**config.mk**
```make
export PLATFORM = sky130hd
export DESIGN_NAME = reg_incr_pipe
export DESIGN_NICKNAME = d
export VERILOG_FILES = /design/src/rtl/reg_incr_pipe.sv
export SDC_FILE = /design/constraint.sdc
export NUM_CORES = 1
export LEC_CHECK = 0
export CAP_MARGIN = 30
export CORE_MARGIN = 1
export CORE_UTILIZATION = 28
export DETAILED_ROUTE_END_ITERATION = 8
export HOLD_SLACK_MARGIN = 0.1
export MAX_ROUTING_LAYER = met4
export PLACE_DENSITY = 0.51
export SLEW_MARGIN = 0
export SYNTH_ARGS = -nofsm -noshare
export SYNTH_HDL_FRONTEND = slang
export SYNTH_SLANG_ARGS = --single-unit
```
**constraint.sdc**
```tcl
create_clock -name clk -period 2.12 [get_ports clk]
set_input_delay 0.636 -clock clk [delete_from_list [all_inputs] [get_ports clk]]
set_output_delay 0.636 -clock clk [all_outputs]
set_load 0.03 [all_outputs]
```
**src/rtl/reg_incr_pipe.sv**
```systemverilog
// reg_incr_pipe -- elastic valid/ready pipeline that adds `step` to the
// operand in every stage, so a message leaves with in_msg + nstages*step.
//
// Parameters
//   nbits   : data width (1..64)
//   nstages : number of register stages (1..8)
//   step    : amount added per stage
//   sat     : 0 = wrap modulo 2^nbits, 1 = clamp to all-ones
// Ports
//   clk, reset (async, active low)
//   in_val/in_rdy/in_msg            : input handshake and operand
//   out_val/out_rdy/out_msg/out_ovf : output handshake, result, overflow flag
//   count                           : completed output transfers, mod 2^16
//
// Position 0 of the *_pipe vectors is the input port; position k+1 is the
// register of stage k, so the last entry is what the output port sees.

// One pipeline stage: holds val/data/ovf, loads din+step when its
// predecessor hands a message over, empties when its own message leaves.
module reg_incr_stage #(
  parameter int               nbits = 8,
  parameter logic [nbits-1:0] step  = nbits'(1),
  parameter bit               sat   = 1'b0
) (
  input  logic             clk,
  input  logic             reset,
  input  logic             load,
  input  logic             drain,
  input  logic [nbits-1:0] din,
  input  logic             ovf_in,
  output logic             vld,
  output logic [nbits-1:0] data,
  output logic             ovf
);
  logic [nbits:0] sum;

  assign sum = {1'b0, din} + {1'b0, step};

  always_ff @(posedge clk or negedge reset) begin
    if (!reset) begin
      vld  <= 1'b0;
      data <= '0;
      ovf  <= 1'b0;
    end else if (load) begin
      // load wins over drain: a stage emptied and refilled on the same edge
      // stays valid. A saturated value is all-ones, so any later carry
      // clamps it again and it stays all-ones down the pipe.
      vld  <= 1'b1;
      data <= (sat && sum[nbits]) ? '1 : sum[nbits-1:0];
      ovf  <= ovf_in | sum[nbits];
    end else if (drain) begin
      vld  <= 1'b0;
    end
  end
endmodule

module reg_incr_pipe #(
  parameter int               nbits   = 8,
  parameter int               nstages = 2,
  parameter logic [nbits-1:0] step    = nbits'(1),
  parameter bit               sat     = 1'b0
) (
  input  logic             clk,
  input  logic             reset,
  input  logic             in_val,
  output logic             in_rdy,
  input  logic [nbits-1:0] in_msg,
  output logic             out_val,
  input  logic             out_rdy,
  output logic [nbits-1:0] out_msg,
  output logic             out_ovf,
  output logic [15:0]      count
);
  logic [nstages:0]            vld_pipe;
  logic [nstages:0][nbits-1:0] data_pipe;
  logic [nstages:0]            ovf_pipe;
  // go[k]: the message at position k moves on at the next edge
  logic [nstages:0]            go;

  assign vld_pipe[0]  = in_val;
  assign data_pipe[0] = in_msg;
  assign ovf_pipe[0]  = 1'b0;

  // Ready ripples backwards from the output: a position moves when the next
  // one is empty or moving itself. Empty stages are always refilled, which
  // collapses bubbles even while the output is stalled.
  always_comb begin
    go = '0;
    go[nstages] = vld_pipe[nstages] & out_rdy;
    for (int k = nstages - 1; k >= 0; k--)
      go[k] = vld_pipe[k] & (~vld_pipe[k+1] | go[k+1]);
  end

  // Held low during reset so nothing is offered while the pipe is cleared.
  assign in_rdy = reset & (~vld_pipe[1] | go[1]);

  for (genvar k = 0; k < nstages; k++) begin : g_stage
    reg_incr_stage #(
      .nbits (nbits),
      .step  (step),
      .sat   (sat)
    ) u_stage (
      .clk    (clk),
      .reset  (reset),
      .load   (go[k]),
      .drain  (go[k+1]),
      .din    (data_pipe[k]),
      .ovf_in (ovf_pipe[k]),
      .vld    (vld_pipe[k+1]),
      .data   (data_pipe[k+1]),
      .ovf    (ovf_pipe[k+1])
    );
  end

  assign out_val = vld_pipe[nstages];
  assign out_msg = data_pipe[nstages];
  assign out_ovf = ovf_pipe[nstages];

  always_ff @(posedge clk or negedge reset) begin
    if (!reset)            count <= '0;
    else if (go[nstages])  count <= count + 16'd1;
  end
endmodule

```
# Word-level counts from Yosys, hierarchy flattened
# Cells that the tools add are included.
[word_totals] reg_bits=36 out_inout_bits=27 elab_cells=25
[op_classes] n_addsub=3 n_bitwise=9 reduce_logical=2 mux=4
[ops] op="adder 8 x 1 -> 9 bit (second input constant)" n=2
[ops] op="adder 16 x 1 -> 16 bit (second input constant)" n=1
[ops] op="AND 1 bit" n=4
[ops] op="two-way mux 1 bit" n=4
[ops] op="nonzero test 2 bit" n=2
[ops] op="bitwise OR 1 bit" n=3
[ops] op="inverter 1 bit" n=2

# Depth between registers and ports, before layout
# Gate-level depths: netlist of the first run.
[logic_depth] depth_word=6 depth_mapped=5

# Modules after synthesis
# A second synthesis of the first run with hierarchy kept.
[hier_totals] hier_cells=165 area_unflattened_um2=1695.4
[by_module_without_submodules] mod="reg_incr_stage" n_inst=2 cells_per_inst=49 seq_area_each_um2=250.2 area_each_um2=481.7
[by_module_without_submodules] mod="reg_incr_pipe" n_inst=1 cells_per_inst=67 seq_area_each_um2=400.4 area_each_um2=732.0

# Worst setup path before layout of the first run
# No wires, ideal clock.
[synth_path] path_kind="input port to output port" start="in out_rdy" end="out in_rdy" path_slack_ns=0.376 arrival_time_ns=1.108 stages=2 cell_sequence="nand3b_1 and2_1"
[synth_via] elab_chain_cells=5
[synth_lines] element="from (decl)" line_no="69" rtl="input logic out_rdy,"
[synth_lines] element="AND 1 bit" line_no="89" rtl="go[nstages] = vld_pipe[nstages] & out_rdy;"
[synth_lines] element="bitwise OR 1 bit" line_no="91" rtl="go[k] = vld_pipe[k] & (~vld_pipe[k+1] | go[k+1]);"
[synth_lines] element="AND 1 bit" line_no="91"
[synth_lines] element="bitwise OR 1 bit" line_no="95" rtl="assign in_rdy = reset & (~vld_pipe[1] | go[1]);"
[synth_lines] element="AND 1 bit" line_no="95"
[synth_lines] element="to (decl)" line_no="66" rtl="output logic in_rdy,"
# Every way passes these cells.

# Worst setup path after layout of the first run
# Ends and elaborated chain as after synthesis.

==> results.tsv, run 1 <==
metric	value	unit
Core Box Area	5991	um2
HP Class	in -> async	
initial core utilization	29.37	%
Root Driver	clkbuf_8	
Reg power frac	42.5	%
leading cell type in the layout, fill and taps excluded	dfrtp_1	
die width	81.27	um
Synth top area share	51.21	%
Design Area, Final	2316	um2
crit start category	primary input	
crit-path max FO	2	
RSZ-0062 raised after global routing	false	
Least-Margin Pin Slew	0.4604	ns
Power per Cell Area	971.5	nW/um2
vias in the first global route	1154	
Internal	1.439	mW
H-tree lvl count	2	
logic gate share of total power	33.7	%
Pwr Total	2.250	mW
final antenna-violating net count	0	
# DRC	0	
Syn Area/Cell	10.93	um2
global-route wire length before repair	5.651	mm
Worst-path clk slew	0.07	ns
Slew Limit Fails	0	
wire length per cell	12.00	um
Min Hold Slack	0.4393	ns
share of cells above drive strength 1	14.15	%
Antenna diodes	0	
CTS tree	built	
Vias	1202	
Inst Count DP	272	
final setup skew	0.001942	ns
Hold Buf Count CTS	0	
synth top area cells	dfrtp_1 (51%), xor2_1 (7.0%), xnor2_1 (6.5%)	
area delta synth->final	31.65	%
synth warn	0	
Die Area	6604	um2
dpl cell area	2211	um2
routed vias/inst	4.293	
initial DRC count	34	
Buffers on Ports	38	
GPL Wtd Cong	0.7233	
setup violators final	0	
status	finished clean	
Total Nets Final	220	
Initial DRT Pass Iterations	3	
Worst Setup Path Type	in -> out	
fin crit share	96.91	%
Filler cells	618	
NetSw	0.8112	mW
VDD IR-drop max	0.3296	mV
cells after synthesis	161	
Worst-Skew Late Latency	0.29	ns
die height	81.27	um
register area share after synthesis	51.21	%
number of max-cap violations	0	
synthesized area	1759	um2
Row Count	28	
fin crit period	2.055	ns
number of I/O pins	39	
synthesis-stage register bit count	36	
CTS max path bufs	2	
Post-Layout Cell Count	280	
HPWL after DPL	2.531	mm
Switching Share	36.05	%
Leak	1.019	nW
crit path capture type	primary output	
GR Overflow Total	0	
Post-Syn Nets	176	
all-layer global routing usage	12.15	%
FF-to-FF setup slack	0.73	ns
WP data required	1.48	ns
clock power share	23.8	%
commonest non-fill, non-tap cells in the layout	dfrtp_1 (36), clkdlybuf4s50_1 (34), nand2_1 (23)	
worst path arrival time	1.42	ns
number of antenna violations at the first check in global routing	0	
max frequency	486.7	MHz
largest net degree at the start of global routing	37	
Slew HR	69.30	%
post-synth top area cell	dfrtp_1	
Total Wirelength	3.361	mm
Distinct cells, synth	27	
Final Hold Fails	0	
TritonCTS Buffers	5	
clock sinks	36	
==> critical path: stages <==
cell and delay [ns]:
dlygate4sd2_1 0.25, nand3b_1 0.18, and2_1 0.18, buf_4 0.16
==> sequential cells by signal, indices dropped and copies added (netlist names) <==
name / cells
count: 16
g_stage.u_stage.data: 16
g_stage.u_stage.ovf: 2
g_stage.u_stage.vld: 2
==> kinds of logic after synthesis <==
logic type	count (synthesis)	share of synthesized area, %
buffers and inverters	11	4.480
xor gates and xnor gates	27	13.44
DFF	36	51.21
and+or+nand+nor	64	21.76
muxes	3	1.920
adders and majority gates	3	2.134
AOI/OAI and AO/OA	17	5.050
==> path summary, 6_finish.rpt <==
check                                            from                          to  depth (start not counted)
max in group asynchronous                       reset  g_stage[1].u_stage.data[0]                          2
min reg2reg                g_stage[1].u_stage.data[2]  g_stage[1].u_stage.data[2]                          2
min in group clk           g_stage[1].u_stage.data[2]  g_stage[1].u_stage.data[2]                          2
min                                             reset                    count[9]                          2
max reg2reg                    g_stage[1].u_stage.vld  g_stage[0].u_stage.data[1]                          6
max                                           out_rdy                      in_rdy                          4
==> repair_timing <==
item	4_1_cts	5_1_grt
buffers inserted	1	0
endpoints found under the setup margin	1	1
gates resized for setup	1	1
==> stage by stage <==
stage | util (%) | TNS [ns] | setup slack, ns
5_1_grt | 38.66 | 0 | 0.007957
3_3_place_gp | 36.90 | -0.1493 | -0.1493
6_report | 38.66 | 0 | 0.06543
3_5_place_dp | 36.90 | -0.1426 | -0.1426
2_1_floorplan | - | 0 | 0.3764
4_1_cts | 38.62 | 0 | 0.02754
==> metal layers <==
layer / global-route usage [%] / part of all wire (%) / vias up
li1: - / - / 627
met1: 16.65 / 52 / 544
met2: 16.25 / 42 / 24
met3: 3.708 / 4.3 / 7
met4: 5.357 / 2.1 / 0
met5: - / 0 / -
==> power groups by stage <==
stage / logic (mW) / clock network [mW] / registers, mW
2_1_floorplan: 0.392 / 0 / 1.07
3_5_place_dp: 0.768 / 0 / 0.976
4_1_cts: 0.770 / 0.551 / 0.962
3_3_place_gp: 0.765 / 0 / 0.972
6_report: 0.759 / 0.535 / 0.956
5_1_grt: 0.832 / 0.581 / 0.982
==> synth_stat cells <==
cell      instances
mux2_2            3
xor2_1           14
dfrtp_1          36
or2b_1            1
xnor2_1          13
nand3b_1          1
a41oi_1           1
inv_1             1
nor2b_1           1
o21ai_0          16
nand2_2           1
nor4_4            2
nand3_2           1
nor3_1            1
nand4_2           1
ha_1              3
nand2b_1          2
and4_1            2
nand2_1          23
nor2_1            5
nand3_1          11
and2_1            2
buf_4            10
and3_1            4
nand2_4           2
nand4_1           3
nor3_4            1
==> cell type report <==
class	instances	area, um2	share of cell area, %
Sequential cell	36	900.9	38.90
Multi-Input combinational cell	114	779.5	33.66
Inverter	1	3.754	0.1621
Timing Repair Buffer	47	441.7	19.07
Tap cell	75	93.84	4.052
Clock buffer	7	96.34	4.160
(Power assumes the default switching activity.)
==> run 2, diff against run 1 <==
--- a/config.mk
+++ b/config.mk
@@ -12,6 +12,7 @@
 export HOLD_SLACK_MARGIN = 0.1
 export MAX_ROUTING_LAYER = met4
 export PLACE_DENSITY = 0.51
+export SETUP_SLACK_MARGIN = 0.3
 export SLEW_MARGIN = 0
 export SYNTH_ARGS = -nofsm -noshare
 export SYNTH_HDL_FRONTEND = slang
==> constraint.sdc (replaced) <==
create_clock -name clk -period 2.12 [get_ports clk]
set_input_delay 0.636 -clock clk [delete_from_list [all_inputs] [get_ports clk]]
set_output_delay 0.636 -clock clk [all_outputs]
set_load 0.005 [all_outputs]
==> run 2 against run 1 <==
- hold slack got worse by 0.0049 ns
- register-to-register slack got worse by 0.14 ns
- die area did not move
- clock-buffer cell count fell by 1
- final area rose by 7.9%
- clock power fell by 6.9%
- sequential cell count did not move
- maximum frequency rose by 12%
- critical endpoint unchanged
- largest power group unchanged
==> results.tsv, run 2 (synthesized netlist as in run 1, its figures left out) <==
metric	value	unit
status	finished clean	
RSZ-0062 raised after global routing	true	
GPL Wtd Cong	0.7529	
area delta synth->final	42.11	%
Initial DRT Pass Iterations	4	
Reg power frac	43.0	%
met2 usage	16.67	%
Worst Setup Path Type	in -> out	
Total Wirelength	3.574	mm
wire length per cell	11.87	um
Slew Limit Fails	0	
global-route wire length before repair	5.630	mm
Final Hold Fails	0	
NetSw	0.6240	mW
CP startpoint	out_rdy	
Power per Cell Area	843.6	nW/um2
Worst-Skew Late Latency	0.28	ns
Antenna diodes	0	
clock power share	23.6	%
H-tree lvl count	2	
CTS max path bufs	2	
# DRC	0	
GR Overflow Total	0	
routed vias/inst	4.276	
clock sinks	36	
Switching Share	29.59	%
all-layer global routing usage	11.94	%
crit path capture type	primary output	
VDD IR-drop max	0.3158	mV
Pwr Total	2.109	mW
Sum Neg Setup Slack	0	ns
HP Class	in -> async	
Final WS setup	0.2819	ns
Least-Margin Pin Slew	0.4560	ns
vias in the first global route	1161	
Slew HR	69.60	%
WP data required	1.48	ns
Leak	1.305	nW
FF-to-FF setup slack	0.59	ns
commonest non-fill, non-tap cells in the layout	dfrtp_1 (35), buf_4 (29), nand2_1 (23)	
TritonCTS Buffers	5	
max frequency	544.0	MHz
worst path arrival time	1.20	ns
initial core utilization	29.37	%
Critical R2R Launch	count[1]	
initial DRC count	62	
dpl cell area	2213	um2
Core Box Area	5991	um2
met1 Usage GRT	16.32	%
Worst-path clk slew	0.07	ns
HPWL after DPL	2.553	mm
largest net degree at the start of global routing	37	
Vias	1287	
setup violators final	0	
final setup skew	0.002113	ns
number of max-cap violations	0	
Buffers on Ports	38	
die height	81.27	um
crit start category	primary input	
share of cells above drive strength 1	23.45	%
fin crit share	86.71	%
Total Nets Final	240	
CTS tree	built	
logic gate share of total power	33.4	%
dpl ws	-0.4583	ns
number of antenna violations at the first check in global routing	0	
Root Driver	clkbuf_8	
Row Count	28	
crit-path max FO	2	
Internal	1.485	mW
number of I/O pins	39	
fin crit period	1.838	ns
met3 usage	3.034	%
Top Usage Layer GRT	met2	
Die Area	6604	um2
leading cell type in the layout, fill and taps excluded	dfrtp_1	
die width	81.27	um
Design Area, Final	2500	um2
final antenna-violating net count	0	
largest registers	count: 16 flops, g_stage.u_stage.data: 16 flops	
run 2: cell types whose count changed in the layout (fill, tap and decap cells not counted), moves of 2 or more:
cell | before | now
buf_4 | 10 | 29
clkdlybuf4s50_1 | 34 | 20
dlymetal6s2s_1 | 1 | 13
buf_6 | 0 | 2
clkinv_2 | 0 | 2
run 2: worst paths after layout:
kind                       depth (start not counted)                          to
hold / removal                                     2                    count[9]
hold reg to reg                                    2  g_stage[1].u_stage.data[2]
max in group asynchronous                          2                    count[5]
min in group clk                                   2  g_stage[1].u_stage.data[2]
setup reg to reg                                   7                   count[12]
setup / recovery                                   4                      in_rdy
run 2: critical path: stages:
cell,delay (ns)
buf_6,0.09
nand3b_1,0.18
and2_4,0.19
buf_6,0.11
run 2: layout make-up:
type | count | area, um2
fill | 596 | 3491
sequential | 36 | 902.1
multi-input combinational | 114 | 782.0
timing repair buffer | 67 | 625.6
tap | 75 | 93.84
clock buffer | 6 | 82.58
clock inverter | 2 | 10.01
inverter | 1 | 3.754
run 2: routing by layer:
layer | vias up | share of wire (%)
met4 | 0 | 0.64
met1 | 589 | 51
met2 | 24 | 44
li1 | 672 | -
met5 | - | 0
met3 | 2 | 3.7
run 2: power groups by stage:
| stage | Clock [mW] | Combinational (mW) | Sequential, mW |
|---|---|---|---|
| final | 0.498 | 0.704 | 0.907 |
| after global routing | 0.554 | 0.783 | 0.926 |
| after CTS | 0.524 | 0.710 | 0.912 |
| after detailed placement | 0 | 0.563 | 0.976 |
| after global placement | 0 | 0.558 | 0.970 |
| after floorplan | 0 | 0.307 | 0.950 |
run 2: what timing repair did:
action                                  CTS  global route
endpoints found under the setup margin   16            17
hold buffers                              0             0
gates resized for setup                  11            16
pin swaps                                 1             1
setup buffers                            14             7
run 2: through the flow:
stage	hold slack, ns	std cells	utilization (%)
after floorplan	0.3404	161	-
after global placement	0.4651	272	36.95
after detailed placement	0.4656	272	36.95
after CTS	0.4583	294	40.20
after global routing	0.4785	301	41.73
final	0.4344	301	41.73
